`src/rtl/simon_seq_engine_pkg.sv`:
```
// Shared types for the Simon sequence engine: colour type, FSM states and the
// 8-bit to 2-bit entropy fold.
package simon_seq_engine_pkg;

    typedef logic [1:0] color_t;

    typedef enum logic [2:0] {
        S_IDLE,
        S_SHOW_ON,
        S_SHOW_OFF,
        S_WAIT_IN,
        S_PASS,
        S_FAIL
    } state_t;

    function automatic color_t fold_color(input logic [7:0] rnd);
        return rnd[1:0] ^ rnd[3:2] ^ rnd[5:4] ^ rnd[7:6];
    endfunction

endpackage

```
`src/rtl/simon_seq_engine_if.sv`:
```
// Control/status bundle between a game controller (master) and the sequence
// engine (slave).
interface simon_seq_engine_if #(
    parameter int DEPTH = 32
) ();
    import simon_seq_engine_pkg::*;

    logic                   clear;
    logic [7:0]             rnd;
    logic                   add_step;
    logic                   start_play;
    logic                   btn_valid;
    color_t                 btn_color;
    logic                   led_on;
    color_t                 led_color;
    logic                   busy;
    logic [$clog2(DEPTH):0] seq_len;
    logic                   full;
    logic                   round_pass;
    logic                   round_fail;

    modport master (
        output clear, rnd, add_step, start_play, btn_valid, btn_color,
        input  led_on, led_color, busy, seq_len, full, round_pass, round_fail
    );

    modport slave (
        input  clear, rnd, add_step, start_play, btn_valid, btn_color,
        output led_on, led_color, busy, seq_len, full, round_pass, round_fail
    );

endinterface

```
`src/rtl/simon_seq_engine_phase_timer.sv`:
```
// Loadable down-counter shared by the show-on, show-off and input-timeout phases.
// done is high while the count sits at zero; the counter parks there.
module simon_seq_engine_phase_timer #(
    parameter int W = 4
) (
    input  logic         clk,
    input  logic         rst,
    input  logic         load,
    input  logic [W-1:0] load_val,
    output logic         done
);

    logic [W-1:0] count;

    always_ff @(posedge clk or negedge rst) begin
        if (!rst) begin
            count <= '0;
        end else if (load) begin
            count <= load_val;
        end else if (count != '0) begin
            count <= count - 1'b1;
        end
    end

    assign done = (count == '0);

endmodule

```
`src/rtl/simon_seq_engine.sv`:
```
// Simon sequence engine: records folded counter samples, replays them on the
// LED and checks the player's presses against the stored sequence.
//
// state      | meaning
// S_IDLE     | accept add_step / start_play
// S_SHOW_ON  | LED lit with mem[idx]
// S_SHOW_OFF | dark gap after each colour
// S_WAIT_IN  | waiting for press idx, timeout running
// S_PASS     | one-cycle round_pass
// S_FAIL     | one-cycle round_fail
module simon_seq_engine
    import simon_seq_engine_pkg::*;
#(
    parameter int DEPTH      = 32,
    parameter int ON_CYCLES  = 8,
    parameter int OFF_CYCLES = 4,
    parameter int TIMEOUT    = 64
) (
    input logic              clk,
    input logic              rst,
    simon_seq_engine_if.slave bus
);

    localparam int IW    = $clog2(DEPTH);
    localparam int LW    = IW + 1;
    localparam int T_MAX = (ON_CYCLES > OFF_CYCLES)
                         ? ((ON_CYCLES > TIMEOUT) ? ON_CYCLES : TIMEOUT)
                         : ((OFF_CYCLES > TIMEOUT) ? OFF_CYCLES : TIMEOUT);
    localparam int TW    = $clog2(T_MAX + 1);

    // Phases last load value + 1 cycles since done is checked at zero.
    localparam logic [TW-1:0] ON_LD  = TW'(ON_CYCLES - 1);
    localparam logic [TW-1:0] OFF_LD = TW'(OFF_CYCLES - 1);
    localparam logic [TW-1:0] TO_LD  = TW'(TIMEOUT - 1);

    state_t          state, state_nxt;
    logic [IW-1:0]   idx, idx_nxt;
    logic [LW-1:0]   seq_len;
    color_t          mem [DEPTH];
    color_t          cur;
    logic            wr_en;
    logic            last;
    logic            full;
    logic            tmr_load;
    logic [TW-1:0]   tmr_val;
    logic            tmr_done;

    simon_seq_engine_phase_timer #(.W(TW)) u_timer (
        .clk      (clk),
        .rst      (rst),
        .load     (tmr_load),
        .load_val (tmr_val),
        .done     (tmr_done)
    );

    assign cur  = mem[idx];
    assign last = ({1'b0, idx} == (seq_len - 1'b1));
    assign full = (seq_len == LW'(DEPTH));

    always_ff @(posedge clk or negedge rst) begin
        if (!rst) begin
            state   <= S_IDLE;
            idx     <= '0;
            seq_len <= '0;
        end else begin
            state <= state_nxt;
            idx   <= idx_nxt;
            if (bus.clear) begin
                seq_len <= '0;
            end else if (wr_en) begin
                seq_len <= seq_len + 1'b1;
            end
        end
    end

    always_ff @(posedge clk) begin
        if (wr_en) begin
            mem[seq_len[IW-1:0]] <= fold_color(bus.rnd);
        end
    end

    always_comb begin
        state_nxt = state;
        idx_nxt   = idx;
        wr_en     = 1'b0;
        tmr_load  = 1'b0;
        tmr_val   = '0;
        if (bus.clear) begin
            state_nxt = S_IDLE;
            idx_nxt   = '0;
            tmr_load  = 1'b1;
        end else begin
            case (state)
                S_IDLE: begin
                    if (bus.add_step) begin
                        wr_en = !full;
                    end else if (bus.start_play && seq_len != '0) begin
                        state_nxt = S_SHOW_ON;
                        idx_nxt   = '0;
                        tmr_load  = 1'b1;
                        tmr_val   = ON_LD;
                    end
                end
                S_SHOW_ON: begin
                    if (tmr_done) begin
                        state_nxt = S_SHOW_OFF;
                        tmr_load  = 1'b1;
                        tmr_val   = OFF_LD;
                    end
                end
                S_SHOW_OFF: begin
                    if (tmr_done) begin
                        tmr_load = 1'b1;
                        if (last) begin
                            state_nxt = S_WAIT_IN;
                            idx_nxt   = '0;
                            tmr_val   = TO_LD;
                        end else begin
                            state_nxt = S_SHOW_ON;
                            idx_nxt   = idx + 1'b1;
                            tmr_val   = ON_LD;
                        end
                    end
                end
                S_WAIT_IN: begin
                    // A press in the expiry cycle is judged, not timed out.
                    if (bus.btn_valid) begin
                        tmr_load = 1'b1;
                        tmr_val  = TO_LD;
                        if (bus.btn_color != cur) begin
                            state_nxt = S_FAIL;
                        end else if (last) begin
                            state_nxt = S_PASS;
                        end else begin
                            idx_nxt = idx + 1'b1;
                        end
                    end else if (tmr_done) begin
                        state_nxt = S_FAIL;
                    end
                end
                S_PASS, S_FAIL: begin
                    state_nxt = S_IDLE;
                    idx_nxt   = '0;
                end
                default: begin
                    state_nxt = S_IDLE;
                    idx_nxt   = '0;
                end
            endcase
        end
    end

    assign bus.led_on     = (state == S_SHOW_ON);
    assign bus.led_color  = (state == S_SHOW_ON) ? cur : 2'b00;
    assign bus.busy       = (state != S_IDLE);
    assign bus.seq_len    = seq_len;
    assign bus.full       = full;
    assign bus.round_pass = (state == S_PASS);
    assign bus.round_fail = (state == S_FAIL);

endmodule
```
`src/flat_wrapper.sv`:
```
// flat-port wrapper written by rule: the top's interface ports become plain ports
module simon_seq_engine_flat import simon_seq_engine_pkg::*;
#(
    parameter int DEPTH      = 32,
    parameter int ON_CYCLES  = 8,
    parameter int OFF_CYCLES = 4,
    parameter int TIMEOUT    = 64
)
  (clk, rst, bus_clear, bus_rnd, bus_add_step, bus_start_play, bus_btn_valid, bus_btn_color, bus_led_on, bus_led_color, bus_busy, bus_seq_len, bus_full, bus_round_pass, bus_round_fail);
  simon_seq_engine_if #(.DEPTH(DEPTH)) bus_i ();
  input logic clk;
  input logic rst;
  input wire logic [$bits(bus_i.clear)-1:0] bus_clear;
  input wire logic [$bits(bus_i.rnd)-1:0] bus_rnd;
  input wire logic [$bits(bus_i.add_step)-1:0] bus_add_step;
  input wire logic [$bits(bus_i.start_play)-1:0] bus_start_play;
  input wire logic [$bits(bus_i.btn_valid)-1:0] bus_btn_valid;
  input wire logic [$bits(bus_i.btn_color)-1:0] bus_btn_color;
  output wire logic [$bits(bus_i.led_on)-1:0] bus_led_on;
  output wire logic [$bits(bus_i.led_color)-1:0] bus_led_color;
  output wire logic [$bits(bus_i.busy)-1:0] bus_busy;
  output wire logic [$bits(bus_i.seq_len)-1:0] bus_seq_len;
  output wire logic [$bits(bus_i.full)-1:0] bus_full;
  output wire logic [$bits(bus_i.round_pass)-1:0] bus_round_pass;
  output wire logic [$bits(bus_i.round_fail)-1:0] bus_round_fail;
  assign bus_i.clear = bus_clear;
  assign bus_i.rnd = bus_rnd;
  assign bus_i.add_step = bus_add_step;
  assign bus_i.start_play = bus_start_play;
  assign bus_i.btn_valid = bus_btn_valid;
  assign bus_i.btn_color = bus_btn_color;
  assign bus_led_on = bus_i.led_on;
  assign bus_led_color = bus_i.led_color;
  assign bus_busy = bus_i.busy;
  assign bus_seq_len = bus_i.seq_len;
  assign bus_full = bus_i.full;
  assign bus_round_pass = bus_i.round_pass;
  assign bus_round_fail = bus_i.round_fail;
  simon_seq_engine #(.DEPTH(DEPTH), .ON_CYCLES(ON_CYCLES), .OFF_CYCLES(OFF_CYCLES), .TIMEOUT(TIMEOUT)) u_core (.clk(clk), .rst(rst), .bus(bus_i));
endmodule
```
`config.mk`:
```
export PLATFORM = sky130hd
export DESIGN_NAME = simon_seq_engine_flat
export DESIGN_NICKNAME = d
export VERILOG_FILES = /design/src/rtl/simon_seq_engine_pkg.sv /design/src/rtl/simon_seq_engine_if.sv /design/src/rtl/simon_seq_engine_phase_timer.sv /design/src/rtl/simon_seq_engine.sv /design/src/flat_wrapper.sv
export SDC_FILE = /design/constraint.sdc
export NUM_CORES = 1
export LEC_CHECK = 0
export ABC_AREA = 1
export ABC_CLOCK_PERIOD_IN_PS = 4200
export BUFFER_PORTS_ARGS = -buffer_cell sky130_fd_sc_hd__buf_2
export CAP_MARGIN = 5
export CORE_MARGIN = 2
export CORE_UTILIZATION = 40
export CTS_BUF_LIST = sky130_fd_sc_hd__clkbuf_16
export DETAILED_ROUTE_END_ITERATION = 8
export GPL_TIMING_DRIVEN = 0
export HOLD_SLACK_MARGIN = 0.06
export RECOVER_POWER = 25
export SLEW_MARGIN = 40
export SYNTH_ARGS = -nofsm -noshare
export SYNTH_HDL_FRONTEND = slang
export SYNTH_SLANG_ARGS = --single-unit
```
`constraint.sdc`:
```
create_clock -name clk -period 4.2 [get_ports clk]
set_clock_uncertainty 0.1 [all_clocks]
set_input_delay 0.42 -clock clk [delete_from_list [all_inputs] [get_ports clk]]
set_output_delay 0.42 -clock clk [all_outputs]
set_load 0.005 [all_outputs]
```
---- Word level (Yosys, flattened, before mapping) ----
Memory sizes are Yosys's and may differ from the RTL's.
Cells that the tools add are included.
storage, ports and cells
  memory bits (read-only) ................. 0
  word-level logic and storage cells ...... 86
  bits in latches ......................... 0
  RAM bits ................................ 64
  bits in registers ....................... 21
  memories ................................ 1
  input bits .............................. 16
  output and inout bits ................... 13
memory list
  memory      words  bits a word  read ports  clocked after Yosys merged registers in  wr ports  RTL line                text
  u_core.mem  32     2            1           0                                        1         simon_seq_engine.sv:39  color_t mem [DEPTH];
cells by class
  magnitude comparators ................... 0
  bitwise gates (word level) .............. 3
  shifts and indexed selects .............. 0
  divide/modulo/power cells ............... 0
  reduce and logical (&&, ||, !) cells .... 12
  equality and inequality tests ........... 18
  multiply operators ...................... 0
  add/subtract/negate cells ............... 4
  multiplexer cells ....................... 44
operator list
  cell                                                                 number
  5-bit two-way mux                                                    8
  7-bit two-way mux                                                    5
  3-bit two-way mux                                                    10
  7-bit one-hot mux with 4 select lines                                1
  6-bit two-way mux                                                    4
  5-bit one-hot mux with 4 select lines                                1
  3-bit != test (second input constant)                                4
  3-bit one-hot mux with 4 select lines                                1
  1-bit two-way mux                                                    10
  3-bit by 2-bit != test with 1-bit output (second input constant)     3
  7-bit logical NOT                                                    1
  7-bit AND reduction                                                  1
  7-bit nonzero test                                                   1
  7-bit by 1-bit subtractor with 7-bit output (second input constant)  1
  6-bit by 1-bit adder with 6-bit output (second input constant)       1
  3-bit by 2-bit == test with 1-bit output (second input constant)     2
  3-bit == test (second input constant)                                2
  5-bit by 6-bit == test with 1-bit output                             1
  6-bit == test (second input constant)                                1
  2-bit two-way mux                                                    3
  6-bit AND reduction                                                  1
  6-bit nonzero test                                                   1
  6-bit by 1-bit subtractor with 6-bit output (second input constant)  1
  2-bit bitwise XOR                                                    3
  13 further kinds                                                     14

---- Depth between registers and ports, before layout ----
Gate-level depths: netlist of run 1.
  depth in word-level cells ............... 7
  mapped depth ............................ 18
  gate-level depth less buffers ........... 16

---- Hierarchy ----
A second synthesis of run 1 with hierarchy kept.
unflattened totals
  cells, all modules ...................... 503
  area, all modules ....................... 4505.6 µm²
by module, submodules not included
  module                        area an instance (µm²)  sequential area each (µm²)  cells each  instances
  simon_seq_engine              4022.6                  2272.2                      444         1
  simon_seq_engine_phase_timer  483.0                   175.2                       59          1

---- Least setup slack after synthesis of run 1 ----
Ideal clock, no wire load.
  kind .................................... flip-flop to flip-flop
  start point ............................. register u_core.seq_len[0], in the netlist u_core.bus.seq_len[0]
  end point ............................... memory u_core.mem[15][0] in the netlist's numbering, enable pin
  setup slack ............................. 2061 ps
  path buffers ............................ 0
  required time ........................... 3791 ps
  setup time .............................. 309 ps
  stages on the path, launching flop included .. 12
  arrival ................................. 1731 ps
  period minus slack after synthesis ...... 2139 ps
  path through ............................ dfrtp_1 inv_1 ha_1 inv_2 nor2_2 inv_1 nor2_1 nor3_2 inv_2 nor2_8 nand2_2 nor2_1
between the ends
  word-level cells in the longest chain between the ends .. 7
ends and longest elaborated chain
  what                                     RTL line                text
  from (decl)                              simon_seq_engine.sv:38  logic [LW-1:0] seq_len;
  from (signal assigned)                   simon_seq_engine.sv:71  seq_len <= seq_len + 1'b1;
  6-bit == test                            simon_seq_engine.sv:58  assign full = (seq_len == LW'(DEPTH));
  net bus_full                             flat_wrapper.sv:23      output wire logic [$bits(bus_i.full)-1:0] bus_full;
  1-bit logical NOT                        simon_seq_engine.sv:96  wr_en = !full;
  1-bit two-way mux                        simon_seq_engine.sv:95  if (bus.add_step) begin
  1-bit two-way mux                        simon_seq_engine.sv:93  case (state)
  1-bit two-way mux                        simon_seq_engine.sv:88  if (bus.clear) begin
  1-bit two-way mux                        simon_seq_engine.sv:77  if (wr_en) begin
  1-bit two-way mux (implied by the code)  simon_seq_engine.sv:78  mem[seq_len[IW-1:0]] <= fold_color(bus.rnd);
  to (decl)                                simon_seq_engine.sv:39
The timed path passes the listed nets, and every way through them passes these cells.

---- Worst setup path after layout of run 1 ----
  start point ............................. register u_core.idx[1]
  end point ............................... output bus_led_color[0]
between the ends
  word-level cells in the longest chain between the ends .. 2
ends and longest elaborated chain
  what                    RTL line                 text
  from (decl)             simon_seq_engine.sv:37   logic [IW-1:0] idx, idx_nxt;
  from (signal assigned)  simon_seq_engine.sv:67   idx <= idx_nxt;
  memory 32 x 2 bit       --
  2-bit two-way mux       simon_seq_engine.sv:154  assign bus.led_color = (state == S_SHOW_ON) ? cur : 2'b00;
  to (decl)               flat_wrapper.sv:20       output wire logic [$bits(bus_i.led_color)-1:0] bus_led_color;
No other way between the ends.

==> results by group, run 1 <==
Outcome
  • Run status: finished clean

Critical path
  • Critical Path, Cell by Cell: inv_2 -> buf_2 -> nand3_1 -> nand3_1 -> nand2_1 -> nand2_1 -> nand3_2 -> nand2_2 -> nor2_1 -> buf_2
  • Sort of element at the end of the critical path: output port
  • Setup CP Type: register to output port
  • Worst endpoint required time: 3680 ps
  • Number of stages on the worst setup path: 10
  • Slowest stage cell on the critical path: sky130_fd_sc_hd__dfrtp_1
  • Data arrival, critical path: 2010 ps
  • Depth of the worst register-to-register path: 11
  • Startpoint class of the critical path: register
  • Top delay family on crit path: simple AND/OR/NAND/NOR gates
  • Peak per-stage delay on the critical path: 410 ps
  • Crit-path max FO: 10
  • Combined buffer and inverter count along the critical path: 3

Timing
  • Ratio of final minimum period to clock period: 0.6020
  • Final worst hold slack: 359.6 ps
  • Setup total negative slack: 0 ps
  • Final count of pins violating max slew: 0
  • Slew margin rel.: 0.2025
  • Number of hold violations in the final report: 0
  • Final setup violation count: 0
  • Final critical-path required period: 2529 ps
  • Post-layout worst setup margin: 1671 ps
  • Unrepaired setup endpoints after global routing: no
  • Fmax: 0.3955 GHz
  • Worst Max-Slew Pin Slew: 1196 ps

Pwr
  • Maximum ir drop on the vdd rail: 0.0002999 V
  • Static Leak: 2.127 nW
  • PwrDens: 525.8 nW/um^2

Floorplanning
  • Row Count: 38
  • Area of the core: 10,890 um^2
  • Number of top-level design ports: 29
  • Die Span X: 109.9 um
  • Initial standard-cell utilization of the core: 0.4121
  • Die H: 109.9 um
  • Die Footprint: 12,080 um^2

Finish
  • Most common cell after layout, fill and taps aside: sky130_fd_sc_hd__nand2_1
  • Fillers: 1,008
  • Final net count: 547
  • Layout overhead on the synthesized area: 14.33%
  • Number of diodes: 0
  • Commonest cells after routing, fill and taps aside: sky130_fd_sc_hd__nand2_1 (128), sky130_fd_sc_hd__nand3_1 (69), sky130_fd_sc_hd__edfxtp_1 (64)
  • Share of cells above drive strength 1: 0.2000

Placement
  • Final HPWL from detailed placement: 7475 um
  • Pre-CTS setup slack: 1687 ps
  • PortBufs: 28
  • RD Place Congestion: 0.8054

Yosys
  • Count of distinct cell types in the synthesized netlist: 38
  • Net count after synthesis: 503
  • Xor/xnor cell area share of the yosys netlist: 0.03095
  • Total standard cell area after synthesis: 4487 um^2
  • Simple-gate share of the synthesized area: 0.3042
  • EDFF count, synth: 64
  • Post-synthesis async set-or-reset flop share: 0.2471
  • Fraction of the mapped netlist area in compound gates: 0.04071
  • Post-synthesis sequential element count: 85
  • Total number of yosys warnings: 0
  • Synthesized area per cell: 9.328 um^2
  • Post-synth top flop: sky130_fd_sc_hd__edfxtp_1
  • Gate Count Post-Synth: 481
  • Proportion of synthesized chip area in sequential cells: 0.5455
  • Post-Synth Adder-Cell Area: 0.01673
  • Proportion of synthesized area in mux cells: 0
  • Dominant combinational cell family by area after synthesis: simple AND/OR/NAND/NOR gates

Clocking
  • Clock tree from TritonCTS: yes
  • Count of instances resized after the clock tree is built: 0
  • H-tree depth: 3
  • Clock tree root buffer cell: sky130_fd_sc_hd__clkbuf_16
  • Total number of clock tree sinks: 85
  • CTS clock-pin slew for the worst setup and hold paths: 60 ps
  • Worst-Skew Late Latency: 340 ps
  • Maximum number of buffers from clock root to sink: 2
  • Number of buffers created by CTS: 9

Routing
  • Via Count: 3,409
  • Avg WL per Cell: 15.47 um
  • Routed wire length: 10,360 um
  • Number of remaining DRC errors: 0
  • Starting DRT DRC Count: 244
  • Vias per cell: 5.088
  • Count of nets left with antenna violations after detail routing: 0
  • First-pass detailed-route iteration total: 7

Min path
  • Class of the worst hold path: input pin to register
  • Number of stages on the worst hold path: 2

Global routing
  • First-pass GRT wire length: 16,620 um
  • Final global-route overflow total: 0
  • Maximum number of pins on one net before global-route repair: 22
  • Initial antenna violation count: 0
  • Via count of the first global-routing pass: 3,204
  • All-Layer GR Usage: 0.1852

Run
  • Reported max-cap violation count: 0
[path summary, 6_finish.rpt]
path,from,endpoint,slack (ps)
worst max-delay path,u_core.idx[1],bus_led_color[0],1670
worst min-delay path,bus_clear,u_core.bus.seq_len[5],360
worst max register to register,u_core.bus.seq_len[0],u_core.mem[23][0],1690
worst min register to register,u_core.u_timer.count[6],u_core.u_timer.count[6],410
max in group asynchronous,rst,u_core.bus.seq_len[2],2540
min in group asynchronous,rst,u_core.u_timer.count[6],740
[repair_timing]
item / in CTS / in global routing
setup buffers: 0 / 0
hold buffers: 1 / 0
hold endpoints to repair: 21 / 0
[flip-flops by register name (all words and copies together) (netlist names)]
| register | count |
|---|---|
| u_core.mem | 64 |
| u_core.u_timer.count | 7 |
| u_core.bus.seq_len | 6 |
| u_core.idx | 5 |
| u_core.state | 3 |
[metal layers]
| metal | track usage | wire [um] | vias to the layer above |
|---|---|---|---|
| met5 | 0 | 0 | - |
| met4 | 0.06239 | 121 | 0 |
| met3 | 0.02430 | 399 | 9 |
| met2 | 0.3155 | 5251 | 73 |
| met1 | 0.2430 | 4591 | 1631 |
| li1 | - | - | 1696 |
[synth_stat cells, types with 4 or more instances]
master	instances	area (um^2)
sky130_fd_sc_hd__ha_1	6	75.07
sky130_fd_sc_hd__nor3_1	7	35.03
sky130_fd_sc_hd__xnor2_1	5	43.79
sky130_fd_sc_hd__nand3_1	69	345.3
sky130_fd_sc_hd__nand2_1	128	480.5
sky130_fd_sc_hd__inv_2	11	41.29
sky130_fd_sc_hd__buf_6	7	78.83
sky130_fd_sc_hd__nor2_2	5	31.28
sky130_fd_sc_hd__o21ai_1	5	25.02
sky130_fd_sc_hd__nor2_1	56	210.2
sky130_fd_sc_hd__inv_1	27	101.4
sky130_fd_sc_hd__a21oi_1	9	45.04
sky130_fd_sc_hd__dfrtp_1	21	525.5
sky130_fd_sc_hd__xor2_1	9	78.83
sky130_fd_sc_hd__nand2_2	11	68.82
sky130_fd_sc_hd__nand2_4	4	45.04
sky130_fd_sc_hd__edfxtp_1	64	1922
sky130_fd_sc_hd__o22ai_1	4	25.02
[final cells by class]
type	count	area, um^2	share of cell area
Sequential cell	85	2447	0.4771
Clock buffer	9	225.2	0.04390
Timing Repair Buffer	33	182.7	0.03561
Inverter	41	161.4	0.03146
Clock inverter	7	60.06	0.01171
Multi-Input combinational cell	342	1762	0.3434
Tap cell	140	175.2	0.03415
Buffer	13	116.4	0.02268
[through the flow]
| step | instance area (um^2) | utilization | instances | total power, mW |
|---|---|---|---|---|
| 2_1_floorplan | 4487 | - | 481 | 1.722 |
| 3_3_place_gp | 4802 | 0.4410 | 649 | 1.938 |
| 3_5_place_dp | 4858 | 0.4462 | 653 | 1.968 |
| 4_1_cts | 5154 | 0.4733 | 670 | 2.717 |
| 5_1_grt | 5130 | 0.4712 | 670 | 2.856 |
| 6_report | 5130 | 0.4712 | 670 | 2.697 |
[power by group]
| group | internal [mW] | switching [mW] | leakage [nW] | total, mW |
|---|---|---|---|---|
| clock network | 0.411 | 0.341 | 0.141 | 0.751 |
| logic | 0.320 | 0.596 | 1.13 | 0.916 |
| registers | 0.982 | 0.0473 | 0.860 | 1.03 |
[kinds of logic after synthesis]
group	Yosys count
xor+xnor	15
simple gates	293
fa+ha+maj	6
buf+inv	54
compound gates	28
flops	85
No activity file was read; power rests on OpenSTA's default activity.
==> run 2: changes to the inputs <==
Settings changed: ABC_AREA 1 to 0, ABC_CLOCK_PERIOD_IN_PS 4200 to 2500.
Clock period 4.2 ns to 2.5 ns, I/O delays scaled along.
==> results by group, run 2 <==
Placement
  • Area after DPL: 4842 um^2 (-0.33%)
  • PortBufs: 28 (unchanged)
  • Pre-CTS setup slack: -365.9 ps (-2053 ps)
  • RD Place Congestion: 0.8135 (+1.0%)
  • Final HPWL from detailed placement: 7161 um (-4.2%)

Critical path
  • Critical path's most frequent cell: sky130_fd_sc_hd__buf_12
  • Slowest stage cell on the critical path: sky130_fd_sc_hd__dfrtp_2
  • Crit-path max FO: 6 (-4)
  • Peak per-stage delay on the critical path: 430 ps (+20 ps)
  • Data arrival, critical path: 2750 ps (+740 ps)
  • Worst endpoint required time: 2620 ps (-1060 ps)
  • Sort of element at the end of the critical path: register
  • Critical Path, Cell by Cell: buf_12 -> buf_12 -> buf_8 -> mux2i_2 -> a22oi_2 -> nand4_1 -> o31ai_4 -> o21a_2 -> o221ai_4 -> a21boi_4 -> mux2_4
  • Startpoint class of the critical path: register
  • Setup CP Type: register to register

Clocking
  • Number of buffers created by CTS: 9 (unchanged)
  • Clock tree from TritonCTS: yes
  • H-tree depth: 3 (unchanged)
  • Worst-Skew Late Latency: 340 ps (about the same)
  • Clock tree root buffer cell: sky130_fd_sc_hd__clkbuf_16
  • Total number of clock tree sinks: 85 (unchanged)
  • CTS clock-pin slew for the worst setup and hold paths: 60 ps (about the same)
  • Maximum number of buffers from clock root to sink: 2 (unchanged)

Yosys
  • Proportion of synthesized chip area in sequential cells: 0.5504 (+0.004911)
  • Area share of the leading cell type in the synthesized netlist: 0.4322 (+0.003857)
  • Leading cell type by number of instances after synthesis: sky130_fd_sc_hd__edfxtp_1
  • Most instantiated cells after synthesis: sky130_fd_sc_hd__edfxtp_1 (64), sky130_fd_sc_hd__nor2_1 (59), sky130_fd_sc_hd__mux2i_1 (29)
  • Synthesized area per cell: 12.12 um^2 (+30%)
  • Count of distinct cell types in the synthesized netlist: 61 (+61%)
  • Net count after synthesis: 389 (-23%)
  • Post-synthesis async set-or-reset flop share: 0.2471 (unchanged)
  • Gate Count Post-Synth: 367 (-24%)
  • Cell taking the most area after synthesis: sky130_fd_sc_hd__edfxtp_1
  • EDFF count, synth: 64 (unchanged)
  • Post-synth top flop: sky130_fd_sc_hd__edfxtp_1
  • Total number of yosys warnings: 0 (unchanged)
  • Post-synthesis sequential element count: 85 (unchanged)
  • Top post-synthesis cells by area: sky130_fd_sc_hd__edfxtp_1 (43%), sky130_fd_sc_hd__dfrtp_1 (12%), sky130_fd_sc_hd__mux2i_1 (6.5%), sky130_fd_sc_hd__nor2_1 (5.0%), sky130_fd_sc_hd__xnor2_1 (2.6%)
  • Total standard cell area after synthesis: 4447 um^2 (-0.89%)

Timing
  • Number of hold violations in the final report: 0 (unchanged)
  • Unrepaired setup endpoints after global routing: yes
  • Final count of pins violating max slew: 0 (unchanged)
  • Final critical-path required period: 2638 ps
  • Final worst hold slack: 260.3 ps (-99.26 ps)
  • Worst Max-Slew Pin Slew: 1274 ps (+77.67 ps)
  • Post-layout worst setup margin: -137.5 ps (-1809 ps)
  • Slew margin rel.: 0.1507 (-0.05178)
  • Fmax: 0.3791 GHz
  • Final setup violation count: 9 (+9)
  • Ratio of final minimum period to clock period: 1.055

Routing
  • Number of remaining DRC errors: 0 (unchanged)
  • Vias per cell: 5.289 (+4.0%)
  • Via Count: 3,163 (-7.2%)
  • Starting DRT DRC Count: 219 (-10%)
  • Routed wire length: 10,840 um (+4.6%)
  • Count of nets left with antenna violations after detail routing: 0 (unchanged)
  • First-pass detailed-route iteration total: 4 (-3)
  • Avg WL per Cell: 18.12 um (+17%)

Finish
  • Final net count: 475 (-13%)
  • Most common cell after layout, fill and taps aside: sky130_fd_sc_hd__edfxtp_1
  • Layout overhead on the synthesized area: 28.53%
  • Non-Filler Cell Area, Final: 5715 um^2 (+11%)
  • Share of cells above drive strength 1: 0.3493 (+0.1493)
  • Commonest cells after routing, fill and taps aside: sky130_fd_sc_hd__edfxtp_1 (64), sky130_fd_sc_hd__nor2_1 (57), sky130_fd_sc_hd__buf_4 (38)
  • Max FFs per register: 64 (unchanged)
  • Number of diodes: 0 (unchanged)

Outcome
  • Run status: finished with violations
  • Violated checks: negative setup slack

Pwr
  • Sequential cell fraction of total power: 0.355 (-0.027)
  • Clk network pwr share: 0.271 (-0.008)
  • Int Power: 3.265 mW (+91%)
  • PwrDens: 839.0 nW/um^2 (+60%)
  • Maximum ir drop on the vdd rail: 0.0004663 V (+55%)
  • Switching power share of the total: 0.3192 (-0.04560)
  • Switching Power: 1.531 mW (+56%)
  • Static Leak: 2.160 nW (+1.6%)
  • Combinational share of power: 0.374 (+0.034)

Floorplanning
  • Number of top-level design ports: 29 (unchanged)
  • Row Count: 38 (unchanged)
  • Die Footprint: 11,980 um^2 (-0.86%)
  • Die Span X: 109.4 um (-0.43%)
  • Die H: 109.4 um (-0.43%)
  • Area of the core: 10,840 um^2 (-0.44%)
  • Initial standard-cell utilization of the core: 0.4102 (-0.001886)

Global routing
  • Maximum number of pins on one net before global-route repair: 22 (unchanged)
  • Via count of the first global-routing pass: 3,077 (-4.0%)
  • Initial antenna violation count: 0 (unchanged)
  • First-pass GRT wire length: 16,420 um (-1.2%)
  • Final global-route overflow total: 0 (unchanged)
  • All-Layer GR Usage: 0.1859 (+0.0006753)

Min path
  • Class of the worst hold path: input pin to register

Run
  • Reported max-cap violation count: 0 (unchanged)
-- run 2: logic make-up after synthesis --
logic type / share of synthesized area
AO/OA/AOI/OAI: 0.1202
flip-flops: 0.5504
AND/OR/NAND/NOR: 0.1483
buffers and inverters: 0.04868
XOR/XNOR: 0.04530
adder cells (fa/ha/maj): 0.01688
multiplexers: 0.07034
-- run 2: final cells by class --
| type | count | area [um^2] |
|---|---|---|
| inverter | 10 | 42.54 |
| clock buffer | 9 | 225.2 |
| buffer | 18 | 216.5 |
| multi-input combinational | 254 | 2017 |
| clock inverter | 7 | 65.06 |
| timing repair buffer | 75 | 524.3 |
| tap | 140 | 175.2 |
| sequential | 85 | 2450 |
| fill | 954 | 5125 |
-- run 2: worst max-delay path, delay by kind of cell (launching register included) --
family	cells	cell delay (ps)
AO/OA/AOI/OAI	5	890
multiplexers	2	470
flip-flops	1	430
buffers and inverters	3	420
AND/OR/NAND/NOR	1	210
-- run 2: timing repair --
action,in CTS,in global routing
gates cloned,0,2
hold buffers,1,0
endpoints found under the hold margin,21,0
resized for setup,28,37
buffers inserted,11,27
endpoints found under the setup margin,75,48
pin swaps,15,25
-- run 2: per-stage QoR --
| stage | TNS [ps] | total power [mW] | std cells | utilization |
|---|---|---|---|---|
| 6_report | -568.8 | 4.795 | 598 | 0.5272 |
| 3_5_place_dp | -18970 | 3.112 | 541 | 0.4467 |
| 4_1_cts | -446.9 | 4.573 | 569 | 0.4941 |
| 3_3_place_gp | -50810 | 3.057 | 535 | 0.4404 |
| 5_1_grt | -1627 | 5.034 | 598 | 0.5272 |
| 2_1_floorplan | 0 | 2.738 | 367 | - |
-- run 2: path summary, 6_finish.rpt --
path	start	end	slack (ps)	cells after the start
worst min-delay path	bus_btn_valid	u_core.state[2]	260	3
worst max-delay path	u_core.idx[0]	u_core.idx[1]	-140	11
worst max register to register	u_core.idx[0]	u_core.idx[1]	-140	11
worst min register to register	u_core.u_timer.count[1]	u_core.u_timer.count[1]	490	2
max in group asynchronous	rst	u_core.bus.seq_len[1]	840	2
min in group asynchronous	rst	u_core.idx[2]	610	2
-- run 2: power by group through the flow --
stage          clock [mW]  sequential (mW)  combinational (mW)
2_1_floorplan           0             1.73                1.01
3_3_place_gp            0             1.74                1.31
3_5_place_dp            0             1.74                1.37
4_1_cts              1.32             1.70                1.55
5_1_grt              1.38             1.71                1.95
6_report             1.30             1.70                1.79
-- run 2: metal layers --
layer  vias to the layer above  wire (um)  global-route usage
li1                       1519          -                   -
met1                      1562       4876              0.2553
met2                        72       5387              0.2998
met3                        10        413             0.02608
met4                         0        160             0.06962
met5                         -          0                   0
